[src/rtl/stream_packer.sv]
// stream_packer: packs RATIO consecutive narrow valid/ready beats into one wide word.
// Lane 0 holds the first beat. A flush request emits a partially filled word, with its
// lane count on count_o. The output is registered and its handshake matches the skid
// buffer's input, so the two can be chained directly.
//
// Ports:
//   clk_i         clock, rising edge
//   rst_clk_i     synchronous active-high reset
//   data_i        input beat payload (DATA_SIZE bits)
//   data_valid_i  input beat valid
//   data_ready_o  input beat ready
//   flush_i       single-cycle request to emit the partial word
//   data_o        packed word; lane k = data_o[k*DATA_SIZE +: DATA_SIZE]
//   count_o       number of valid lanes in data_o (1..RATIO); qualified by data_valid_o
//   data_valid_o  output word valid
//   data_ready_i  downstream ready
module stream_packer #(
  parameter int unsigned DATA_SIZE = 8,
  parameter int unsigned RATIO     = 4,
  localparam int unsigned CNT_W    = $clog2(RATIO + 1)
) (
  input  logic                        clk_i,
  input  logic                        rst_clk_i,
  input  logic [DATA_SIZE-1:0]        data_i,
  input  logic                        data_valid_i,
  output logic                        data_ready_o,
  input  logic                        flush_i,
  output logic [DATA_SIZE*RATIO-1:0]  data_o,
  output logic [CNT_W-1:0]            count_o,
  output logic                        data_valid_o,
  input  logic                        data_ready_i
);

  localparam int unsigned WordW = DATA_SIZE * RATIO;

  logic [WordW-1:0] r_acc;
  logic [CNT_W-1:0] r_cnt;
  logic             r_flush_pend;
  logic [WordW-1:0] r_data;
  logic [CNT_W-1:0] r_count;
  logic             r_valid;

  logic [WordW-1:0] w_acc_d;
  logic [CNT_W-1:0] w_cnt_d;
  logic             w_pend_d;
  logic [WordW-1:0] w_data_d;
  logic [CNT_W-1:0] w_count_d;
  logic             w_valid_d;

  logic             w_slot_free;
  logic             w_last;
  logic             w_ready;
  logic             w_accept;
  logic [CNT_W-1:0] w_p;
  logic [WordW-1:0] w_acc_beat;

  // The output register can take a new word this cycle.
  assign w_slot_free = !r_valid || data_ready_i;
  assign w_last      = (r_cnt == CNT_W'(RATIO - 1));
  // Only the final lane needs the output slot, so data_ready_i reaches data_ready_o
  // combinationally on that path alone.
  assign w_ready     = !r_flush_pend && (!w_last || w_slot_free);
  assign w_accept    = data_valid_i && w_ready;
  // Partial count including a beat accepted this cycle.
  assign w_p         = r_cnt + CNT_W'(w_accept);

  // Accumulator with the current beat (if accepted) placed in lane r_cnt.
  always_comb begin
    w_acc_beat = r_acc;
    for (int unsigned k = 0; k < RATIO; k++) begin
      if (w_accept && (r_cnt == CNT_W'(k))) begin
        w_acc_beat[k*DATA_SIZE +: DATA_SIZE] = data_i;
      end
    end
  end

  always_comb begin
    w_acc_d   = r_acc;
    w_cnt_d   = r_cnt;
    w_pend_d  = r_flush_pend;
    w_data_d  = r_data;
    w_count_d = r_count;
    w_valid_d = r_valid && !data_ready_i;

    if (r_flush_pend) begin
      // Input is blocked while waiting, so r_acc already holds the whole partial word.
      if (w_slot_free) begin
        w_data_d  = r_acc;
        w_count_d = r_cnt;
        w_valid_d = 1'b1;
        w_acc_d   = '0;
        w_cnt_d   = '0;
        w_pend_d  = 1'b0;
      end
    end else if (w_accept && w_last) begin
      // Full word; a coincident flush is absorbed. Slot is free because ready was high.
      w_data_d  = w_acc_beat;
      w_count_d = CNT_W'(RATIO);
      w_valid_d = 1'b1;
      w_acc_d   = '0;
      w_cnt_d   = '0;
    end else if (flush_i && (w_p != '0)) begin
      if (w_slot_free) begin
        // Cleared accumulator guarantees unfilled lanes are zero.
        w_data_d  = w_acc_beat;
        w_count_d = w_p;
        w_valid_d = 1'b1;
        w_acc_d   = '0;
        w_cnt_d   = '0;
      end else begin
        w_acc_d  = w_acc_beat;
        w_cnt_d  = w_p;
        w_pend_d = 1'b1;
      end
    end else if (w_accept) begin
      w_acc_d = w_acc_beat;
      w_cnt_d = w_p;
    end
  end

  always_ff @(posedge clk_i) begin
    if (rst_clk_i) begin
      r_acc        <= '0;
      r_cnt        <= '0;
      r_flush_pend <= 1'b0;
      r_data       <= '0;
      r_count      <= '0;
      r_valid      <= 1'b0;
    end else begin
      r_acc        <= w_acc_d;
      r_cnt        <= w_cnt_d;
      r_flush_pend <= w_pend_d;
      r_data       <= w_data_d;
      r_count      <= w_count_d;
      r_valid      <= w_valid_d;
    end
  end

  assign data_ready_o = w_ready;
  assign data_o       = r_data;
  assign count_o      = r_count;
  assign data_valid_o = r_valid;

endmodule

[config.mk]
export PLATFORM = sky130hd
export DESIGN_NAME = stream_packer
export DESIGN_NICKNAME = d
export VERILOG_FILES = /design/src/rtl/stream_packer.sv
export SDC_FILE = /design/constraint.sdc
export NUM_CORES = 1
export LEC_CHECK = 0
export BUFFER_PORTS_ARGS = -buffer_cell sky130_fd_sc_hd__buf_2
export CORE_ASPECT_RATIO = 1.2
export CORE_MARGIN = 4
export CORE_UTILIZATION = 52
export CTS_CLUSTER_SIZE = 30
export DETAILED_ROUTE_END_ITERATION = 12
export GPL_TIMING_DRIVEN = 0
export PLACE_DENSITY = 0.76
export SYNTH_ARGS = -nofsm -noshare
export SYNTH_HDL_FRONTEND = slang
export SYNTH_SLANG_ARGS = --single-unit
[constraint.sdc]
create_clock -name clk_i -period 8.3 [get_ports clk_i]
set_clock_uncertainty 0.1 [all_clocks]
set_input_delay 0.83 -clock clk_i [delete_from_list [all_inputs] [get_ports clk_i]]
set_output_delay 0.83 -clock clk_i [all_outputs]
set_load 0.02 [all_outputs]
# Yosys cells after proc, flatten, opt, wreduce, memory -nomap -nowiden
# Index checks and enable logic that the tools add are counted.
dict set report classes {
  muxes 34
  order_cmp 0
  bitwise_logic 0
  n_eq_ne 4
  reduce_logical 21
  multipliers 0
  shift 0
  n_addsub 1
  div_mod_pow 0
}
# cell n
set ops {}
lappend ops {{32-bit two-way mux} 11}
lappend ops {{3-bit two-way mux} 11}
lappend ops {{8-bit two-way mux} 4}
lappend ops {{1-bit logical AND} 8}
lappend ops {{1-bit two-way mux} 8}
lappend ops {{3-bit by 2-bit == test with 1-bit output (second input constant)} 2}
lappend ops {{3-bit nonzero test} 2}
lappend ops {{1-bit zero test} 4}
lappend ops {{4-bit nonzero test} 1}
lappend ops {{3-bit by 1-bit adder with 3-bit output} 1}
lappend ops {{3-bit by 1-bit == test with 1-bit output (second input constant)} 1}
lappend ops {{3-bit zero test} 1}
lappend ops {{3-bit AND reduction} 1}
lappend ops {{1-bit logical OR} 2}
lappend ops {{2-bit by 1-bit != test with 1-bit output (second input constant)} 1}
lappend ops {{2-bit AND reduction} 1}
lappend ops {{2-bit nonzero test} 1}
dict set report totals {
  mem_bits_rw 0
  latch_bits 0
  mem_bits_ro 0
  mem_count 0
  reg_bits 72
  word_cells 66
  inputBits 13
}

# Longest topological paths before layout
# Gate-level depths: netlist (run 1).
dict set report depth {
  ltp_word 11
  ltp_mapped 13
  depth_no_buf 10
}

# Least setup slack after synthesis (run 1)
# Ideal clock, no wire load.
dict set report synth_path {
  kind {in2reg}
  start {input port data_ready_i}
  end {register r_cnt[2]}
  t_arrival_ps 3348
  t_required_ps 8079
  n_path_buf 1
  setup_slack_ps 4731
  path_stages 11
  cell_sequence {nor2b_1 -> clkbuf_1 -> a21oi_1 -> and2_1 -> ha_1 -> ha_1 -> xor2_1 -> o31ai_4 -> mux2i_1 -> o22ai_1 -> mux2_2}
}
dict set report synth_via {
  elab_chain_cells 10
}
# element line
set synth_rtl {}
lappend synth_rtl {{start, declared} 31} ;# input logic data_ready_i
lappend synth_rtl {{1-bit logical OR (*)} 58} ;# assign w_slot_free = !r_valid || data_ready_i;
lappend synth_rtl {{1-bit logical OR (*)} 62} ;# assign w_ready = !r_flush_pend && (!w_last || w_slot_free);
lappend synth_rtl {{1-bit logical AND (*)} 62}
lappend synth_rtl {{named net data_ready_o} 26} ;# output logic data_ready_o,
lappend synth_rtl {{1-bit logical AND (*)} 63} ;# assign w_accept = data_valid_i && w_ready;
lappend synth_rtl {{3-bit by 1-bit adder with 3-bit output} 65} ;# assign w_p = r_cnt + CNT_W'(w_accept);
lappend synth_rtl {{3-bit nonzero test} 102} ;# end else if (flush_i && (w_p != '0)) begin
lappend synth_rtl {{1-bit logical AND} 102}
lappend synth_rtl {{3-bit two-way mux} 102}
lappend synth_rtl {{3-bit two-way mux} 95} ;# end else if (w_accept && w_last) begin
lappend synth_rtl {{3-bit two-way mux} 85} ;# if (r_flush_pend) begin
lappend synth_rtl {{end signal, assigned} 131} ;# r_cnt <= w_cnt_d;
lappend synth_rtl {{end, declared} 37} ;# logic [CNT_W-1:0] r_cnt;
# Mark *: on every way through the listed nets, which the timed path passes. The rest lies on a longest branch. The select of a mux whose other input is x is not followed.
# A chain may end at the register's enable or synchronous reset.

# Final worst setup path (run 1)
dict set report layout_path {
  start {input port data_ready_i}
  end {register r_cnt[0]}
}
dict set report layout_via {
  elab_chain_cells 10
}
# element line
set layout_rtl {}
lappend layout_rtl {{1-bit logical OR (*)} 58}
lappend layout_rtl {{1-bit logical OR} 62}
lappend layout_rtl {{1-bit logical AND} 62}
lappend layout_rtl {{1-bit logical AND} 63}
lappend layout_rtl {{3-bit by 1-bit adder with 3-bit output} 65}
lappend layout_rtl {{3-bit nonzero test} 102}
lappend layout_rtl {{1-bit logical AND} 102}
lappend layout_rtl {{3-bit two-way mux} 102}
lappend layout_rtl {{3-bit two-way mux} 95}
lappend layout_rtl {{3-bit two-way mux} 85}
# Mark *: on every way between the ends. The rest lies on a longest branch, timed or not. The select of a mux whose other input is x is not followed.

==> results by group, run 1 <==
Global route
  – Largest net degree at the start of global routing: 13
  – Global Route Usage Sum: 22.0%
  – Vias in the first global route: 2,528
  – Initial antenna violation count: 0
  – First-pass GRT wire length: 12.1 mm
  – Gr ovfl total: 0

Floorplan
  – Die area: between 6000 and 7000 sq um
  – Die W: between 70 and 80 microns
  – # IOs: 50
  – Placeable core area: between 5000 and 6000 sq um
  – Starting Density: 54.5%
  – Row count: 29
  – Die height: 90.5 microns

Synth
  – Synth Area in Compound Gates: 16.2%
  – Post-synth EDFFs: 0
  – Main combinational cell family by area after synthesis: simple AND/OR/NAND/NOR gates
  – Register bit count reported by yosys: a little over 70
  – XOR/XNOR Fraction of Synth Area: less than 1%
  – Synthesized area per cell: 9.42 sq um
  – Post-synthesis async set-or-reset flop share: 0%
  – Cells after synthesis: approximately 310
  – Adder-cell share of the synthesized area: 0.849%
  – Simple-gate share of the synthesized area: between 20% and 30%
  – Register area share after synthesis: between 40 and 50%
  – Mux share of post-synthesis cell area: 8.91%
  – Synth cell types: 43
  – Syn_nets: 328
  – Area of the mapped netlist: ~2900 sq um
  – Top FF cell, synth: dfxtp_1
  – Synth warn: 0

Power
  – Clock power share: 35.3%
  – Switch share: 29.6%
  – P_int: around 0.57 mW
  – Lkg Pwr: 1.42 nW
  – Gate power share: 17.6%
  – Share of power burned in registers: a little under half
  – Sw power: roughly 0.24 mW
  – Max VDD drop: around 0.15 mV
  – Power per cell area: 234 nW/um^2

Detailed routing
  – Via count: 2,493
  – Detail Route Antenna Nets: 0
  – Met1 wire length: ~3.2 mm
  – DR WL/cell: approximately 17 microns
  – Wire length on met2: between 3 and 4 mm
  – DR iter-0 viols: between 150 and 200
  – DRT Wirelength: roughly 7.3 mm
  – DR vias/cell: approximately 5.7
  – Remaining design rule violation count: 0
  – Highest routing layer actually used: met4
  – Initial DRT Pass Iterations: 4
  – WL met3: around 480 microns

Final layout
  – ANT cells: 0
  – Layout cells sized above 1: approximately a quarter
  – Post-Route Utilization: between 60 and 70%
  – Most frequent cells in the layout: dfxtp_1 (72), buf_2 (60), nor2_1 (54), nand2_1 (30), mux2i_1 (24)
  – Non-filler cells, final: around 440
  – Final net count: just under 400
  – Commonest non-fill, non-tap cell in the layout: dfxtp_1
  – Layout overhead on the synthesized area: 17.9%

Timing
  – Hold Vio Cnt, Final: 0
  – Minimum clock period: 3.69 ns
  – Final period utilization: about 44%
  – RSZ-0062 raised after global routing: false
  – Worst Max-Slew Pin Slew: between 0.5 and 0.6 ns
  – Max Fclk: ~0.27 GHz
  – Fin. max-slew vios: 0
  – Final TNS setup: 0 ns
  – Slew HR: 62.7%
  – Final setup fails: 0

CTS
  – TritonCTS Sinks: 72
  – CTS H-tree depth: 3
  – Clock-pin slew on the worst setup and hold paths: 0.07 ns
  – CTS buffer count: 9
  – Postcts setup bufs: 0
  – Post_cts resized: 0
  – Post-CTS Hold Buffers: 0
  – Root Driver: clkbuf_8
  – Clock buffer depth: 2
  – Worst-skew pair later-pin latency: approximately 0.35 ns
  – CTS tree: done

Critical path
  – Crit path arrival time: approximately 3.9 ns
  – Worst setup EP type: flop
  – Crit Path Class: in2reg
  – Worst path required time: about 8.5 ns
  – Critical Path Start Type: input pin
  – Worst-path fanout max: 10

Placement
  – Port Buf Inserts: 49
  – GPL Wtd Cong: approximately 0.8
  – Placed insts: ~420
  – Final HPWL DP: 5.09 mm

Outcome
  – Status: finished clean

Run
  – Maxcap violations: 0

Hold path
  – Worst min path class: reg2reg
==> synthesized netlist by cell type (2+ instances only) <==
cell type / number / area [sq um]
dfxtp_1: 72 / 1440
nor2_1: 54 / 203
nand2_1: 30 / 113
mux2i_1: 24 / 240
a211oi_1: 22 / 165
nand3_1: 16 / 80.1
a311oi_1: 12 / 105
buf_2: 11 / 55.1
a31oi_1: 10 / 62.6
and2_1: 9 / 56.3
clkbuf_1: 9 / 33.8
a21o_1: 3 / 22.5
a21oi_1: 3 / 15.0
a22o_1: 2 / 17.5
buf_4: 2 / 15.0
ha_1: 2 / 25.0
mux2_2: 2 / 22.5
nand3b_1: 2 / 15.0
nor2b_1: 2 / 12.5
nor3_1: 2 / 10.0
nor4b_1: 2 / 17.5
==> critical path: stages <==
cell	delay, ns
buf_2	0.10
nor2b_1	0.30
clkbuf_1	0.43
a21oi_1	0.16
and2_1	0.19
ha_1	0.18
ha_1	0.25
xor2_1	0.19
o31ai_4	0.36
buf_2	0.30
a22oi_1	0.12
nor2_1	0.28
a22o_1	0.18
==> cell families (layout without fill, tap and decap cells) <==
family                   after synthesis  after routing
AND/OR/NAND/NOR                      127            127
XOR/XNOR                               1              1
flip-flops                            72             72
multiplexers                          26             26
AO/OA/AOI/OAI                         61             61
adder cells (fa/ha/maj)                2              2
buffers and inverters                 24             88
==> metrics by stage <==
| stage | hold WS (ns) | power, mW | cell area (sq um) | setup WS [ns] |
|---|---|---|---|---|
| 3_5_place_dp | 0.340 | 0.533 | 3270 | 4.33 |
| 2_1_floorplan | 0.326 | 0.485 | 2950 | 4.73 |
| 3_3_place_gp | 0.332 | 0.530 | 3270 | 4.40 |
| 6_report | 0.358 | 0.813 | 3480 | 4.61 |
| 5_1_grt | 0.381 | 0.846 | 3480 | 4.48 |
| 4_1_cts | 0.358 | 0.816 | 3480 | 4.68 |
==> path summary, 6_finish.rpt <==
check               start       end  depth (start not counted)  slack (ns)
max reg2reg  data_valid_o  r_cnt[0]                         12        4.80
min              r_acc[8]  r_acc[8]                          1        0.36
max          data_ready_i  r_cnt[0]                         13        4.61
min reg2reg      r_acc[8]  r_acc[8]                          1        0.36
==> area by class of cell <==
class,instances,area [sq um]
multi-input cells,217,1390
clock buffers,11,151
inverters,1,3.75
flip-flops and latches,72,1440
plain buffers,23,115
well taps,62,77.6
clock inverters,4,53.8
repair buffers,49,245
fillers,461,1930
==> power groups by stage <==
stage	Clock, mW	Combinational (mW)	Sequential (mW)
2_1_floorplan	0	0.0719	0.413
3_3_place_gp	0	0.140	0.390
3_5_place_dp	0	0.142	0.391
4_1_cts	0.289	0.143	0.383
5_1_grt	0.304	0.156	0.386
6_report	0.287	0.143	0.383
==> per-layer routing <==
layer	track usage (%)	vias up
li1	-	1236
met1	27.6	1156
met2	34.6	90
met3	5.69	11
met4	11.2	0
met5	0	-
==> flip-flops by register name, indices dropped and copies added, names as in the netlist <==
signal        flops
count_o           3
data_o           32
data_valid_o      1
r_acc            32
r_cnt             3
r_flush_pend      1
Power figures use the tool's default switching activity.
==> run 2, diff against run 1 <==
--- a/config.mk
+++ b/config.mk
@@ -8,7 +8,7 @@
 export BUFFER_PORTS_ARGS = -buffer_cell sky130_fd_sc_hd__buf_2
 export CORE_ASPECT_RATIO = 1.2
 export CORE_MARGIN = 4
-export CORE_UTILIZATION = 52
+export CORE_UTILIZATION = 50
 export CTS_CLUSTER_SIZE = 30
 export DETAILED_ROUTE_END_ITERATION = 12
 export GPL_TIMING_DRIVEN = 0
==> constraint.sdc (replaced) <==
create_clock -name clk_i -period 2.98 [get_ports clk_i]
set_clock_uncertainty 0.1 [all_clocks]
set_input_delay 0.298 -clock clk_i [delete_from_list [all_inputs] [get_ports clk_i]]
set_output_delay 0.298 -clock clk_i [all_outputs]
set_load 0.02 [all_outputs]
==> results by group, run 2 (synthesis gave the netlist of run 1 again) <==
Outcome
  – Status: finished clean (unchanged)

Final layout
  – Multi-input gate area: 1430 sq um (was 1390 sq um)
  – Non-filler cells, final: 458 (was 439)
  – ANT cells: 0 (unchanged)
  – Layout overhead on the synthesized area: 21.7% (was 17.9%)
  – Seq. cell area: 1450 sq um (was 1440 sq um)
  – Most frequent cells in the layout: dfxtp_1 (68), buf_2 (56), nor2_1 (53), nand2_1 (30), mux2i_1 (23) (was dfxtp_1 (72), buf_2 (60), nor2_1 (54), nand2_1 (30), mux2i_1 (24))
  – Fillcell total: 511 (was 461)
  – Post-Route Utilization: 62.9% (was 64.3%)
  – Final net count: 388 (unchanged)
  – Layout cells sized above 1: 27.5% (was 23.3%)
  – Commonest non-fill, non-tap cell in the layout: dfxtp_1 (unchanged)

Critical path
  – Worst r2r path cells: 14 (was 12)
  – FF-to-FF End: r_acc[14] (was r_cnt[0])
  – Crit-path max cell delay: 0.39 ns (was 0.43 ns)
  – Critical Path Start Type: flop (was input pin)
  – Worst r2r src: r_cnt[0] (was data_valid_o)
  – Crit path max-delay family: buffers and inverters (unchanged)
  – Slowest CP cell: dfxtp_4 (was clkbuf_1)
  – Crit Path Class: reg2reg (was in2reg)
  – R2r setup slk: 0.15 ns (was 4.80 ns)
  – Worst Path Buf+Inv: 4 (was 3)
  – Crit path arrival time: 2.96 ns (was 3.88 ns)
  – Worst setup EP type: flop (unchanged)
  – Worst path required time: 3.11 ns (was 8.49 ns)
  – Crit path cell chain: and3b_1 > buf_6 > a21oi_2 > and2_1 > ha_1 > ha_2 > xor2_2 > o31ai_4 > buf_4 > a21oi_4 > or2_0 > buf_2 > buf_4 > nor2_1 (was buf_2 > nor2b_1 > clkbuf_1 > a21oi_1 > and2_1 > ha_1 > ha_1 > xor2_1 > o31ai_4 > buf_2 > a22oi_1 > nor2_1 > a22o_1)
  – CP dominant cell by count: buf_4
  – Worst-path fanout max: 10 (unchanged)

Power
  – Max VDD drop: 0.380 mV (was 0.150 mV)
  – Final Power: 2.32 mW (was 0.813 mW)
  – Power per cell area: 646 nW/um^2 (was 234 nW/um^2)
  – Lkg Pwr: 1.45 nW (was 1.42 nW)

Global route
  – First-pass GRT wire length: 12.0 mm (was 12.1 mm)
  – Gr ovfl total: 0 (unchanged)
  – Initial antenna violation count: 0 (unchanged)
  – Global Route Usage Sum: 21.2% (was 22.0%)
  – Largest net degree at the start of global routing: 20 (was 13)
  – Vias in the first global route: 2,463 (was 2,528)

Placement
  – Placed insts: 442 (was 424)
  – Final HPWL DP: 5.10 mm (was 5.09 mm)
  – Port Buf Inserts: 49 (unchanged)
  – GPL Wtd Cong: 0.834 (was 0.781)

CTS
  – Clock-pin slew on the worst setup and hold paths: 0.07 ns (about the same)
  – Root Driver: clkbuf_8 (unchanged)
  – TritonCTS Sinks: 72 (unchanged)
  – CTS tree: done (unchanged)
  – Worst-skew pair later-pin latency: 0.34 ns (was 0.35 ns)
  – CTS buffer count: 9 (unchanged)
  – CTS H-tree depth: 3 (unchanged)
  – Clock buffer depth: 2 (unchanged)
  – Post-CTS Hold Buffers: 0 (unchanged)

Detailed routing
  – DR iter-0 viols: 226 (was 173)
  – Initial DRT Pass Iterations: 4 (unchanged)
  – DR WL/cell: 15.7 microns (was 16.6 microns)
  – Detail Route Antenna Nets: 0 (unchanged)
  – Via count: 2,536 (was 2,493)
  – DRT Wirelength: 7.19 mm (was 7.30 mm)
  – Remaining design rule violation count: 0 (unchanged)
  – DR vias/cell: 5.54 (was 5.68)

Floorplan
  – Die W: 78.1 microns (was 76.7 microns)
  – Placeable core area: 5710 sq um (was 5410 sq um)
  – Row count: 30 (was 29)
  – Starting Density: 51.7% (was 54.5%)
  – Die area: 7190 sq um (was 6940 sq um)
  – Die height: 92.1 microns (was 90.5 microns)
  – # IOs: 50 (unchanged)

Timing
  – Hold Vio Cnt, Final: 0 (unchanged)
  – Final TNS setup: 0 ns (unchanged)
  – Final period utilization: a little over nine tenths
  – Max Fclk: between 0.3 and 0.4 GHz
  – RSZ-0062 raised after global routing: false (unchanged)
  – Slew HR: 61.4% (was 62.7%)
  – Fin. max-slew vios: 0 (unchanged)
  – Final setup fails: 0 (unchanged)
  – Minimum clock period: 2.83 ns
  – Worst Max-Slew Pin Slew: 0.575 ns (was 0.555 ns)

Hold path
  – Worst Min Path Start: data_i[0] (was r_acc[8])
  – Worst min path class: in2reg (was reg2reg)
  – Hold depth: 3 (was 1)
  – Hold EP: data_o[0] (was r_acc[8])

Run
  – Maxcap violations: 0 (unchanged)
==> run 2: cell types whose count changed in the layout (fill, tap and decap cells not counted), moves of 2 or more <==
cell	change
buf_2	-4
dfxtp_1	-4
clkbuf_1	-3
clkbuf_4	+3
dfxtp_4	+3
buf_6	+2
clkbuf_8	-2
clkinv_2	+2
==> run 2: layout make-up <==
class,instances,share of cell area [%]
clock buffers,9,3.45
plain buffers,22,3.73
flip-flops and latches,72,40.5
multi-input cells,217,39.7
clock inverters,7,2.65
repair buffers,50,7.04
well taps,80,2.79
inverters,1,0.105
==> run 2: what timing repair did <==
action	in CTS	in global routing
gates resized for setup	7	16
pin swaps	1	2
setup endpoints to repair	72	54
setup buffers	1	0
==> run 2: report_power, final <==
group / switching [mW] / total (mW) / internal, mW
registers: 0.0371 / 1.06 / 1.03
clock network: 0.369 / 0.842 / 0.472
logic: 0.265 / 0.411 / 0.146
total: 0.671 / 2.32 / 1.65
==> run 2: per-stage QoR <==
step	setup WS, ns	area (sq um)	hold WS, ns
floorplan	0.00127	2960	0.326
global placement	-0.217	3310	0.334
detailed placement	-0.305	3310	0.340
CTS	0.0320	3550	0.170
global route	0.00171	3590	0.182
finish	0.148	3590	0.185
==> run 2: routing by layer <==
| metal | global-route usage (%) | part of all wire (%) | wire (microns) |
|---|---|---|---|
| met1 | 27.0 | 43 | 3110 |
| met2 | 34.6 | 49 | 3520 |
| met3 | 3.83 | 5.8 | 416 |
| met4 | 10.3 | 2.0 | 144 |
| met5 | 0 | 0 | 0 |
==> run 2: worst max path at each step <==
stage               depth (start not counted)         start  slack [ns]    endpoint
global route                               13      r_cnt[2]       0.002  data_o[21]
floorplan                                  11  r_flush_pend       0.001    r_cnt[2]
finish                                     14      r_cnt[0]        0.15   r_acc[14]
detailed placement                         12  r_flush_pend       -0.30    r_cnt[0]
CTS                                        13      r_cnt[2]        0.03  data_o[22]
global placement                           12  r_flush_pend       -0.22    r_cnt[1]
==> run 2: worst reg2reg max path, stage by stage, from the launching register on <==
cell,delay [ns]
dfxtp_4,0.39
and3b_1,0.19
buf_6,0.14
a21oi_2,0.16
and2_1,0.14
ha_1,0.16
ha_2,0.23
xor2_2,0.19
o31ai_4,0.06
buf_4,0.17
a21oi_4,0.25
or2_0,0.16
buf_2,0.16
buf_4,0.17
nor2_1,0.06
==> run 3, diff against run 2 <==
--- a/config.mk
+++ b/config.mk
@@ -6,9 +6,10 @@
 export NUM_CORES = 1
 export LEC_CHECK = 0
 export BUFFER_PORTS_ARGS = -buffer_cell sky130_fd_sc_hd__buf_2
-export CORE_ASPECT_RATIO = 1.2
+export CORE_ASPECT_RATIO = 0.6
 export CORE_MARGIN = 4
 export CORE_UTILIZATION = 50
+export CTS_BUF_LIST = sky130_fd_sc_hd__clkbuf_16
 export CTS_CLUSTER_SIZE = 30
 export DETAILED_ROUTE_END_ITERATION = 12
 export GPL_TIMING_DRIVEN = 0
==> results by group, run 3 (synthesis gave the netlist of run 1 again) <==
Detailed routing
  – Detail Route Antenna Nets: 0 (unchanged)
  – Initial DRT Pass Iterations: 5 (was 4)
  – DRT Wirelength: 7.78 mm (was 7.19 mm)
  – DR WL/cell: 17.0 microns (was 15.7 microns)
  – DR vias/cell: 5.64 (was 5.54)
  – Remaining design rule violation count: 0 (unchanged)
  – Via count: 2,578 (was 2,536)
  – DR iter-0 viols: 185 (was 226)

Hold path
  – Worst min path class: in2reg (unchanged)
  – Worst Min Path Start: data_i[6] (was data_i[0])

Final layout
  – Layout overhead on the synthesized area: 24.4% (was 21.7%)
  – Most frequent cells in the layout: dfxtp_1 (68), buf_2 (56), nor2_1 (53), nand2_1 (30), mux2i_1 (23) (unchanged)
  – Seq. cell area: 1450 sq um (unchanged)
  – Fillcell total: 484 (was 511)
  – Layout cells sized above 1: 26.8% (was 27.5%)
  – Multi-input gate area: 1440 sq um (was 1430 sq um)
  – Final Cell Area: 3670 sq um (was 3590 sq um)
  – Post-Route Utilization: 64.9% (was 62.9%)
  – ANT cells: 0 (unchanged)
  – Final net count: 388 (unchanged)
  – Commonest non-fill, non-tap cell in the layout: dfxtp_1 (unchanged)

Power
  – Sw power: 0.702 mW (was 0.671 mW)
  – Clock power share: 40.8% (was 36.3%)
  – Final Power: 2.52 mW (was 2.32 mW)
  – Gate power share: 16.7% (was 17.7%)
  – Lkg Pwr: 1.48 nW (was 1.45 nW)
  – Switch share: 27.8% (was 29.0%)
  – Power per cell area: 687 nW/um^2 (was 646 nW/um^2)
  – P_int: 1.82 mW (was 1.65 mW)
  – Share of power burned in registers: 42.5% (was 45.9%)
  – Max VDD drop: 0.408 mV (was 0.380 mV)

Timing
  – Final period utilization: 96.1% (was 95.0%)
  – Max Fclk: 0.349 GHz (was 0.353 GHz)
  – Fin. max-slew vios: 0 (unchanged)
  – Minimum clock period: 2.86 ns (was 2.83 ns)
  – Worst Max-Slew Pin Slew: 0.593 ns (was 0.575 ns)
  – Hold Vio Cnt, Final: 0 (unchanged)
  – Final TNS setup: 0 ns (unchanged)
  – Final setup fails: 0 (unchanged)
  – Slew HR: 59.9% (was 61.4%)

Global route
  – Initial antenna violation count: 0 (unchanged)
  – First-pass GRT wire length: 12.3 mm (was 12.0 mm)
  – Largest net degree at the start of global routing: 20 (unchanged)
  – Vias in the first global route: 2,364 (was 2,463)
  – Global Route Usage Sum: 22.6% (was 21.2%)
  – Gr ovfl total: 0 (unchanged)

CTS
  – Clock-pin slew on the worst setup and hold paths: 0.05 ns (was 0.07 ns)
  – TritonCTS Sinks: 72 (unchanged)
  – CTS tree: done (unchanged)
  – Clock buffer depth: 2 (unchanged)
  – Root Driver: clkbuf_16 (was clkbuf_8)
  – CTS H-tree depth: 3 (unchanged)
  – Worst-skew pair later-pin latency: 0.33 ns (was 0.34 ns)
  – CTS buffer count: 9 (unchanged)

Critical path
  – Worst Path Buf+Inv: 3 (was 4)
  – Worst path required time: 3.09 ns (was 3.11 ns)
  – Critical Path Start Type: flop (unchanged)
  – Worst-path fanout max: 19 (was 10)
  – Worst r2r src: r_flush_pend (was r_cnt[0])
  – Crit path cell chain: buf_2 > a21oi_2 > and2_1 > ha_1 > ha_4 > xor2_2 > o31ai_4 > buf_4 > buf_2 > a22oi_2 > o22ai_1 > mux2_2 (was and3b_1 > buf_6 > a21oi_2 > and2_1 > ha_1 > ha_2 > xor2_2 > o31ai_4 > buf_4 > a21oi_4 > or2_0 > buf_2 > buf_4 > nor2_1)
  – Slowest CP cell: buf_2 (was dfxtp_4)
  – Worst setup EP type: flop (unchanged)
  – Crit path from: r_flush_pend (was r_cnt[0])
  – CP dominant cell by count: buf_2 (was buf_4)
  – Crit path max-delay family: buffers and inverters (unchanged)
  – Crit Path Class: reg2reg (unchanged)
  – Crit-path max cell delay: 0.39 ns (about the same)
  – Crit path arrival time: 2.98 ns (was 2.96 ns)

Floorplan
  – Starting Density: 52.2% (was 51.7%)
  – Placeable core area: 5650 sq um (was 5710 sq um)
  – Die W: 107 microns (was 78.1 microns)
  – Die height: 67.5 microns (was 92.1 microns)
  – Die area: 7230 sq um (was 7190 sq um)
  – # IOs: 50 (unchanged)
  – Row count: 21 (was 30)

Placement
  – Final HPWL DP: 5.57 mm (was 5.10 mm)
  – Post-place instance area: 3310 sq um (unchanged)
  – Port Buf Inserts: 49 (unchanged)
  – GPL Wtd Cong: 0.840 (was 0.834)

Run
  – Maxcap violations: 0 (unchanged)

Outcome
  – Status: finished clean (unchanged)
[run 3: layer usage]
metal | wire length (microns) | part of all wire (%) | global-route usage (%)
met2 | 3320 | 43 | 32.2
met4 | 85 | 1.1 | 5.58
met1 | 3680 | 47 | 32.7
met3 | 694 | 8.9 | 7.74
met5 | 0 | 0 | 0
[run 3: power by group through the flow]
stage | clock network (mW) | registers [mW] | logic [mW]
finish | 1.03 | 1.07 | 0.422
global route | 1.08 | 1.08 | 0.459
CTS | 1.03 | 1.07 | 0.414
detailed placement | 0 | 1.09 | 0.403
global placement | 0 | 1.09 | 0.394
floorplan | 0 | 1.15 | 0.203
[run 3: tightest hold or removal path, cell delays in order]
cell and delay, ns:
buf_2 0.14, nand2_1 0.06, a311oi_1 0.07
[run 3: final cells by class]
cell class,instances,area share (%)
clock buffer,9,6.14
inverter,1,0.102
tap,80,2.73
timing repair buffer,51,7.09
buffer,21,3.44
multi-input combinational,217,39.2
sequential,72,39.6
clock inverter,6,1.64
[run 3: what timing repair did]
| action | in CTS | in global routing |
|---|---|---|
| endpoints found under the setup margin | 72 | 59 |
| endpoints found under the hold margin | 0 | 0 |
| gates cloned | 0 | 0 |
| resized for setup | 10 | 13 |
| hold buffers | 0 | 0 |
| pin swaps | 2 | 2 |
| buffers inserted | 1 | 1 |
[run 3: final timing paths]
check,cells past startpoint,slack (ns),end
setup / recovery,12,0.12,r_cnt[2]
setup reg to reg,12,0.12,r_cnt[2]
hold reg to reg,1,0.35,r_acc[8]
hold / removal,3,0.20,data_o[6]
[run 3: per-stage QoR]
stage	hold WS, ns	setup WS, ns	cells
after global placement	0.332	-0.249	442
final	0.205	0.117	457
after global routing	0.201	-0.00543	457
after CTS	0.195	0.0103	457
after floorplan	0.326	0.00127	313
after detailed placement	0.341	-0.309	442
